$ cat src/rtl/tdm_demux2.sv
// tdm_demux2: two-channel TDM demultiplexer with A/B pairing FSM and sticky order error
module tdm_demux2 #(
    parameter int WIDTH      = 4,
    parameter bit AUTO_START = 1'b0
) (
    input  logic             clk,
    input  logic             rst,
    input  logic             E,
    input  logic             S,
    input  logic             auto,
    input  logic [WIDTH-1:0] Y,
    input  logic             clr_err,
    output logic [WIDTH-1:0] A,
    output logic [WIDTH-1:0] B,
    output logic             a_vld,
    output logic             b_vld,
    output logic             pair_vld,
    output logic             seq_err,
    output logic             next_ch
);
    localparam logic [1:0] EMPTY  = 2'd0;
    localparam logic [1:0] HAVE_A = 2'd1;
    localparam logic [1:0] HAVE_B = 2'd2;
    logic [1:0] r_st;
    logic       w_ch;
    logic       w_rep;
    logic       w_pair;
    assign w_ch   = auto ? next_ch : S;
    assign w_rep  = E && ((r_st == HAVE_A && !w_ch) || (r_st == HAVE_B && w_ch));
    assign w_pair = E && ((r_st == HAVE_A && w_ch) || (r_st == HAVE_B && !w_ch));
    always_ff @(posedge clk or posedge rst) begin
        if (rst) begin
            A        <= '0;
            B        <= '0;
            a_vld    <= 1'b0;
            b_vld    <= 1'b0;
            pair_vld <= 1'b0;
            seq_err  <= 1'b0;
            next_ch  <= AUTO_START;
            r_st     <= EMPTY;
        end else begin
            a_vld    <= E & ~w_ch;
            b_vld    <= E & w_ch;
            pair_vld <= w_pair;
            // set has priority over clear
            seq_err  <= w_rep | (seq_err & ~clr_err);
            if (E) begin
                if (w_ch) B <= Y;
                else      A <= Y;
                next_ch <= ~w_ch;
                r_st    <= w_pair ? EMPTY : (w_ch ? HAVE_B : HAVE_A);
            end
        end
    end
endmodule
$ cat config.mk
export PLATFORM = sky130hd
export DESIGN_NAME = tdm_demux2
export DESIGN_NICKNAME = d
export VERILOG_FILES = /design/src/rtl/tdm_demux2.sv
export SDC_FILE = /design/constraint.sdc
export NUM_CORES = 1
export LEC_CHECK = 0
export BUFFER_PORTS_ARGS = -buffer_cell sky130_fd_sc_hd__buf_2
export CORE_MARGIN = 4
export CORE_UTILIZATION = 34
export CTS_CLUSTER_DIAMETER = 60
export DETAILED_ROUTE_END_ITERATION = 16
export GPL_TIMING_DRIVEN = 0
export PLACE_DENSITY = 0.56
export SLEW_MARGIN = 25
export SYNTH_ARGS = -nofsm -noshare
export SYNTH_HDL_FRONTEND = slang
export SYNTH_SLANG_ARGS = --single-unit
$ cat constraint.sdc
create_clock -name clk -period 1.5 [get_ports clk]
set_input_delay 0.3 -clock clk [delete_from_list [all_inputs] [get_ports clk]]
set_output_delay 0.3 -clock clk [all_outputs]
set_load 0.05 [all_outputs]
After elaboration in Yosys (flattened, before gate mapping)
Index checks and enable logic that the tools add are counted.
- input bits: 10
- word-level logic and storage cells: 30
- output and inout bits: 13
- register bits after elaboration: 15
- eq/ne operators: 2
- mux-type cells: 3
- reduce and logical (&&, ||, !) cells: 11
- bitwise gates (word level): 6
- operators by type and width (cell ; number):
    $logic_and A1 B1 Y1 ; 6
    $mux W2 ; 2
    $reduce_and A2 Y1 ; 2
    $and A1 B1 Y1 ; 3
    $eq A2 B1 Y1 const B ; 1
    $eq A2 B2 Y1 const B ; 1
    $logic_or A1 B1 Y1 ; 2
    $not A1 Y1 ; 2
    $logic_not A1 Y1 ; 1
    $mux W1 ; 1
    $or A1 B1 Y1 ; 1

Longest topological paths before layout
Gate-level depths: netlist of run 1.
- depth in word-level cells: 6
- depth in mapped cells: 3
- mapped depth without buffers: 3

Worst setup path before layout of run 1
Ideal clock, no wire load.
- path kind: flip-flop to flip-flop
- from: register next_ch
- to: register B[0]
- data arrival time: 1.368 ns
- data required time: 1.375 ns
- library setup time: 0.125 ns
- cell stages (with the launch flop): 4
- slack: 0.006 ns
- period minus slack after synthesis: 1.494 ns
- path through: dfrtp_1 > mux2i_4 > nand2b_4 > mux2_4
- cells in the longest elaborated chain, start to end: 2
- ends and longest elaborated chain (what ; RTL line ; text):
    from (decl) ; 19 ; output logic next_ch
    from (signal assigned) ; 50 ; next_ch <= ~w_ch;
    $mux W1 ; 28 ; assign w_ch = auto ? next_ch : S;
    $reduce_and A2 Y1 (no line) ; -- ;
    to (signal assigned) ; 34 ; B <= '0;
    to (signal assigned) ; 48 ; if (w_ch) B <= Y;
    to (decl) ; 14 ; output logic [WIDTH-1:0] B,
Every way passes these cells.
A chain may end at the register's enable or synchronous reset.

Worst setup path after layout of run 1
- from: register next_ch
- to: register B[3]
Same word-level chain as after synthesis.

==> results of run 1 <==
sequential cells by signal, summed over array words and instances (netlist names):
name	flops
A	4
B	4
a_vld	1
b_vld	1
next_ch	1
pair_vld	1
r_st	2
seq_err	1
kinds of logic after synthesis:
| logic type | share of synthesized area |
|---|---|
| multiplexers | 0.237 |
| flip-flops | 0.604 |
| AND/OR/NAND/NOR | 0.0724 |
| buffers and inverters | 0.0362 |
| AO/OA/AOI/OAI | 0.0503 |
worst max-delay path: stages (launching register included):
cell	delay, ps
dfrtp_1	420
mux2i_4	240
nand2b_4	240
mux2_4	310
power groups by stage:
stage               sequential, mW  clock, mW  combinational (mW)
detailed placement           0.529          0               0.470
finish                       0.520      0.220               0.464
global placement             0.525          0               0.465
floorplan                    0.754          0               0.135
global route                 0.530      0.256               0.489
CTS                          0.521      0.237               0.471
Yosys cell counts:
master,number,area [um2]
mux2_2,4,45.0
nand2b_1,3,18.8
nand2_2,1,6.26
mux2i_1,2,20.0
inv_1,6,22.5
dfrtp_1,15,375
o21ai_0,1,5.00
nand2b_4,1,13.8
mux2i_4,1,22.5
mux2_4,4,60.1
a21boi_0,1,7.51
a21oi_1,2,10.0
and2_1,1,6.26
a22o_1,1,8.76
area by class of cell:
class | instances | share of cell area
Sequential cell | 15 | 0.475
Tap cell | 25 | 0.0396
Inverter | 6 | 0.0285
Multi-Input combinational cell | 22 | 0.283
Clock buffer | 3 | 0.0285
Timing Repair Buffer | 22 | 0.139
Clock inverter | 1 | 0.00633
per-stage QoR:
| stage | setup slack [ps] | utilization |
|---|---|---|
| floorplan | 6.50 | - |
| global placement | 104 | 0.442 |
| detailed placement | 98.5 | 0.442 |
| CTS | 173 | 0.458 |
| global route | 116 | 0.458 |
| finish | 192 | 0.458 |
routing by layer:
layer	GRT usage	share of wire	vias up
li1	-	-	195
met1	0.110	0.46	182
met2	0.137	0.44	15
met3	0.0326	0.087	2
met4	0.0404	0.012	0
met5	0	0	-
final timing paths:
check,endpoint,depth (start not counted),from,slack (ps)
min in group clk,B[0],2,Y[0],270
worst min register to register,seq_err,1,seq_err,510
worst min-delay path,A[2],2,rst,60
max in group asynchronous,B[3],2,rst,1070
worst max register to register,B[3],3,next_ch,190
worst max-delay path,B[3],3,next_ch,190
==> results.json, run 1 <==
{
  "power.share.combinational": 0.386,
  "cp.arrival_ps": 1470,
  "start_kind": "register",
  "stdcell_count": 94,
  "ys_warn_count": 0,
  "numCtsBuffers": 3,
  "grt_usage": 0.0888,
  "die_height_um": 50.8,
  "hold_viol": 0,
  "post_cts_buffers": 0,
  "seq_area_frac_synth": 0.604,
  "ys_ff_latch": 15,
  "clkLatencyLatePin_ps": 270,
  "fmax_mhz": 765,
  "num_vias": 394,
  "cts_tree": "yes",
  "cts.sinks": 15,
  "setup_tns_ps": 0,
  "fin_crit_ps": 1310,
  "wirelength_mm": 1.04,
  "antenna_found_initial": 0,
  "yosys.cell_types.count": 14,
  "die_w_um": 50.8,
  "gp_congestion": 0.644,
  "rsz0062_at_grt": "false",
  "cp_max_fo": 6,
  "p_clk_frac": 0.182,
  "drtIter0Drc": 1,
  "routedWlPerCell_um": 11.1,
  "htreeDepth": 1,
  "ios": 23,
  "slew_headroom": 0.627,
  "drive_gt1_frac": 0.536,
  "first_pass_iters": 4,
  "crit_type": "reg2reg",
  "hold_buffers": 0,
  "n_fill_cell": 177,
  "skew_ps": 3.25,
  "cp-end-kind": "register",
  "netlist_instances": 43,
  "grt-ovfl-total": 0,
  "p_leak_nw": 0.430,
  "p_total_mw": 1.20,
  "nets": 80,
  "synth_nets": 53,
  "ant_nets": 0,
  "root_buffer": "clkbuf_4",
  "antennaDiodeCount": 0,
  "clkTransAtPathRegs_ps": 90,
  "seq_power_share": 0.432,
  "area_growth_syn_to_layout_pct": 27.2,
  "drc": 0,
  "coreArea_mm2": 0.00173,
  "powerDensity_mw_per_mm2": 1520,
  "final_cell_mix": "buf_2 (22), dfrtp_1 (15), inv_1 (6), mux2_2 (4), mux2_4 (4)",
  "grt_pass1_wl_mm": 1.68,
  "tightest_slew_ps": 559,
  "viasPerCell": 4.19,
  "cap_violations": 0,
  "multi_input_area_um2": 224,
  "first_global_vias": 396,
  "grt_start_max_net_pins": 16,
  "syn_area_um2": 622,
  "post-route-period-util": 0.872,
  "seqCellArea_um2": 375,
  "required_ps": 1660,
  "outcome": "finished, final reports clean",
  "hpwl_um": 820,
  "clk_path_buf_depth": 2,
  "place_area_um2": 763,
  "setup_viol": 0,
  "io_buffers": 22,
  "dp.cells": 90,
  "sw_frac_of_total": 0.399,
  "hp-class": "in2async",
  "die-area_mm2": 0.00258,
  "internal_power_mw": 0.723,
  "start_util": 0.360,
  "layout_commonest_cell": "buf_2",
  "p_sw_mw": 0.480,
  "drv_slew": 0,
  "ir_drop_mv": 0.752,
  "cts_resized": 0,
  "row_count": 15,
  "fin_hold_ws_ps": 60.2,
  "finalInstanceArea_um2": 791,
  "avgSynthCellArea_um2": 14.5
}
No activity file was read; power rests on OpenSTA's default activity.
==> inputs of run 2 (changes only) <==
--- a/config.mk
+++ b/config.mk
@@ -6,6 +6,7 @@
 export NUM_CORES = 1
 export LEC_CHECK = 0
 export BUFFER_PORTS_ARGS = -buffer_cell sky130_fd_sc_hd__buf_2
+export CORE_ASPECT_RATIO = 1.4
 export CORE_MARGIN = 4
 export CORE_UTILIZATION = 34
 export CTS_CLUSTER_DIAMETER = 60
==> results.json, run 2 (same netlist as run 1, synthesis figures left out) <==
{
  "hold_viol": 0,
  "crit_chain": "mux2i_4 > nand2b_4 > mux2_4",
  "outcome": "finished, final reports clean",
  "required_ps": 1670,
  "drive_gt1_frac": 0.536,
  "root_buffer": "clkbuf_4",
  "n_fill_cell": 177,
  "max_stage_delay_ps": 430,
  "area_growth_syn_to_layout_pct": 26.2,
  "cp.arrival_ps": 1500,
  "post-route-util": 0.447,
  "viasPerCell": 4.56,
  "fmax_mhz": 750,
  "dp.cells": 85,
  "layout_commonest_cell": "buf_2",
  "rsz0062_at_grt": "false",
  "powerDensity_mw_per_mm2": 1540,
  "cts.sinks": 15,
  "io_buffers": 22,
  "worstRegToRegCells": 3,
  "clk_path_buf_depth": 2,
  "antennaDiodeCount": 0,
  "antenna_found_initial": 0,
  "coreArea_mm2": 0.00176,
  "slew_headroom": 0.624,
  "die-area_mm2": 0.00259,
  "grt-ovfl-total": 0,
  "rrSetupSlack_ps": 170,
  "drv_slew": 0,
  "cts_tree": "yes",
  "hp-class": "in2async",
  "seqCellArea_um2": 375,
  "drc": 0,
  "fin_hold_ws_ps": 53.9,
  "grt_start_max_net_pins": 16,
  "p_leak_nw": 0.430,
  "cp-end-kind": "register",
  "start_util": 0.354,
  "drtIter0Drc": 0,
  "ios": 23,
  "multi_input_area_um2": 224,
  "start_kind": "register",
  "tightest_slew_ps": 564,
  "nets": 80,
  "fin_ws_ps": 167,
  "hpwl_um": 792,
  "cp_max_fo": 6,
  "crit_type": "reg2reg",
  "htreeDepth": 1,
  "post_cts_buffers": 0,
  "fin_crit_ps": 1330,
  "hold_buffers": 0,
  "setup_tns_ps": 0,
  "ant_nets": 0,
  "largest_registers": "A x4, B x4, r_st x2",
  "first_global_vias": 406,
  "dp_slack_ps": 98.9,
  "numCtsBuffers": 3,
  "cap_violations": 0,
  "grt_usage": 0.0949,
  "r2r-end": "B[2]",
  "slowest_stage": "dfrtp_1",
  "clkTransAtPathRegs_ps": 90,
  "routedWlPerCell_um": 11.7,
  "die_w_um": 44.1,
  "gp_congestion": 0.666,
  "stdcell_count": 89,
  "die_height_um": 58.6,
  "first_pass_iters": 1,
  "grt_pass1_wl_mm": 1.75,
  "final_cell_mix": "buf_2 (22), dfrtp_1 (15), inv_1 (6), mux2_2 (4), mux2_4 (4)",
  "wirelength_mm": 1.05,
  "skew_ps": 4.76,
  "post-route-period-util": 0.889,
  "ir_drop_mv": 0.833,
  "setup_viol": 0,
  "row_count": 18,
  "timing.rr.start": "next_ch",
  "cts_resized": 0,
  "clkLatencyLatePin_ps": 280,
  "num_vias": 406
}
## run 2: worst max path at each step
stage,from,to,slack (ps),cells after the start
after floorplan,next_ch,B[0],6,3
after global placement,auto,B[0],110,4
after detailed placement,auto,B[2],100,4
after CTS,next_ch,B[0],170,3
after global routing,next_ch,B[0],120,3
final,next_ch,B[2],170,3
## run 2: per-layer routing
metal  wire length [um]  track usage  vias to the layer above
met5                  0            0                        -
met2                491        0.138                       13
met4                 36       0.0776                        0
met1                453        0.112                      194
met3                 64       0.0306                        4
li1                   -            -                      195
## run 2: layout make-up
cell class / count / share of cell area
Inverter: 6 / 0.0287
Multi-Input combinational cell: 22 / 0.285
Timing Repair Buffer: 22 / 0.140
Clock inverter: 1 / 0.00638
Clock buffer: 3 / 0.0287
Sequential cell: 15 / 0.478
Tap cell: 20 / 0.0319
## run 2: where the power goes
group	internal, mW	switching (mW)	leakage, nW	total [mW]
combinational	0.144	0.318	0.230	0.462
clock	0.0989	0.130	0.0177	0.229
sequential	0.480	0.0405	0.182	0.520
## run 2: critical path: cells and delay by family (launching register included)
kind / cells / cell delay (ps)
muxes: 2 / 560
and+or+nand+nor: 1 / 240
DFF: 1 / 430
## run 2: metrics by stage
| stage | area (um2) | power, mW |
|---|---|---|
| finish | 785 | 1.21 |
| global placement | 757 | 0.990 |
| floorplan | 622 | 0.889 |
| detailed placement | 757 | 0.997 |
| CTS | 785 | 1.23 |
| global route | 785 | 1.28 |
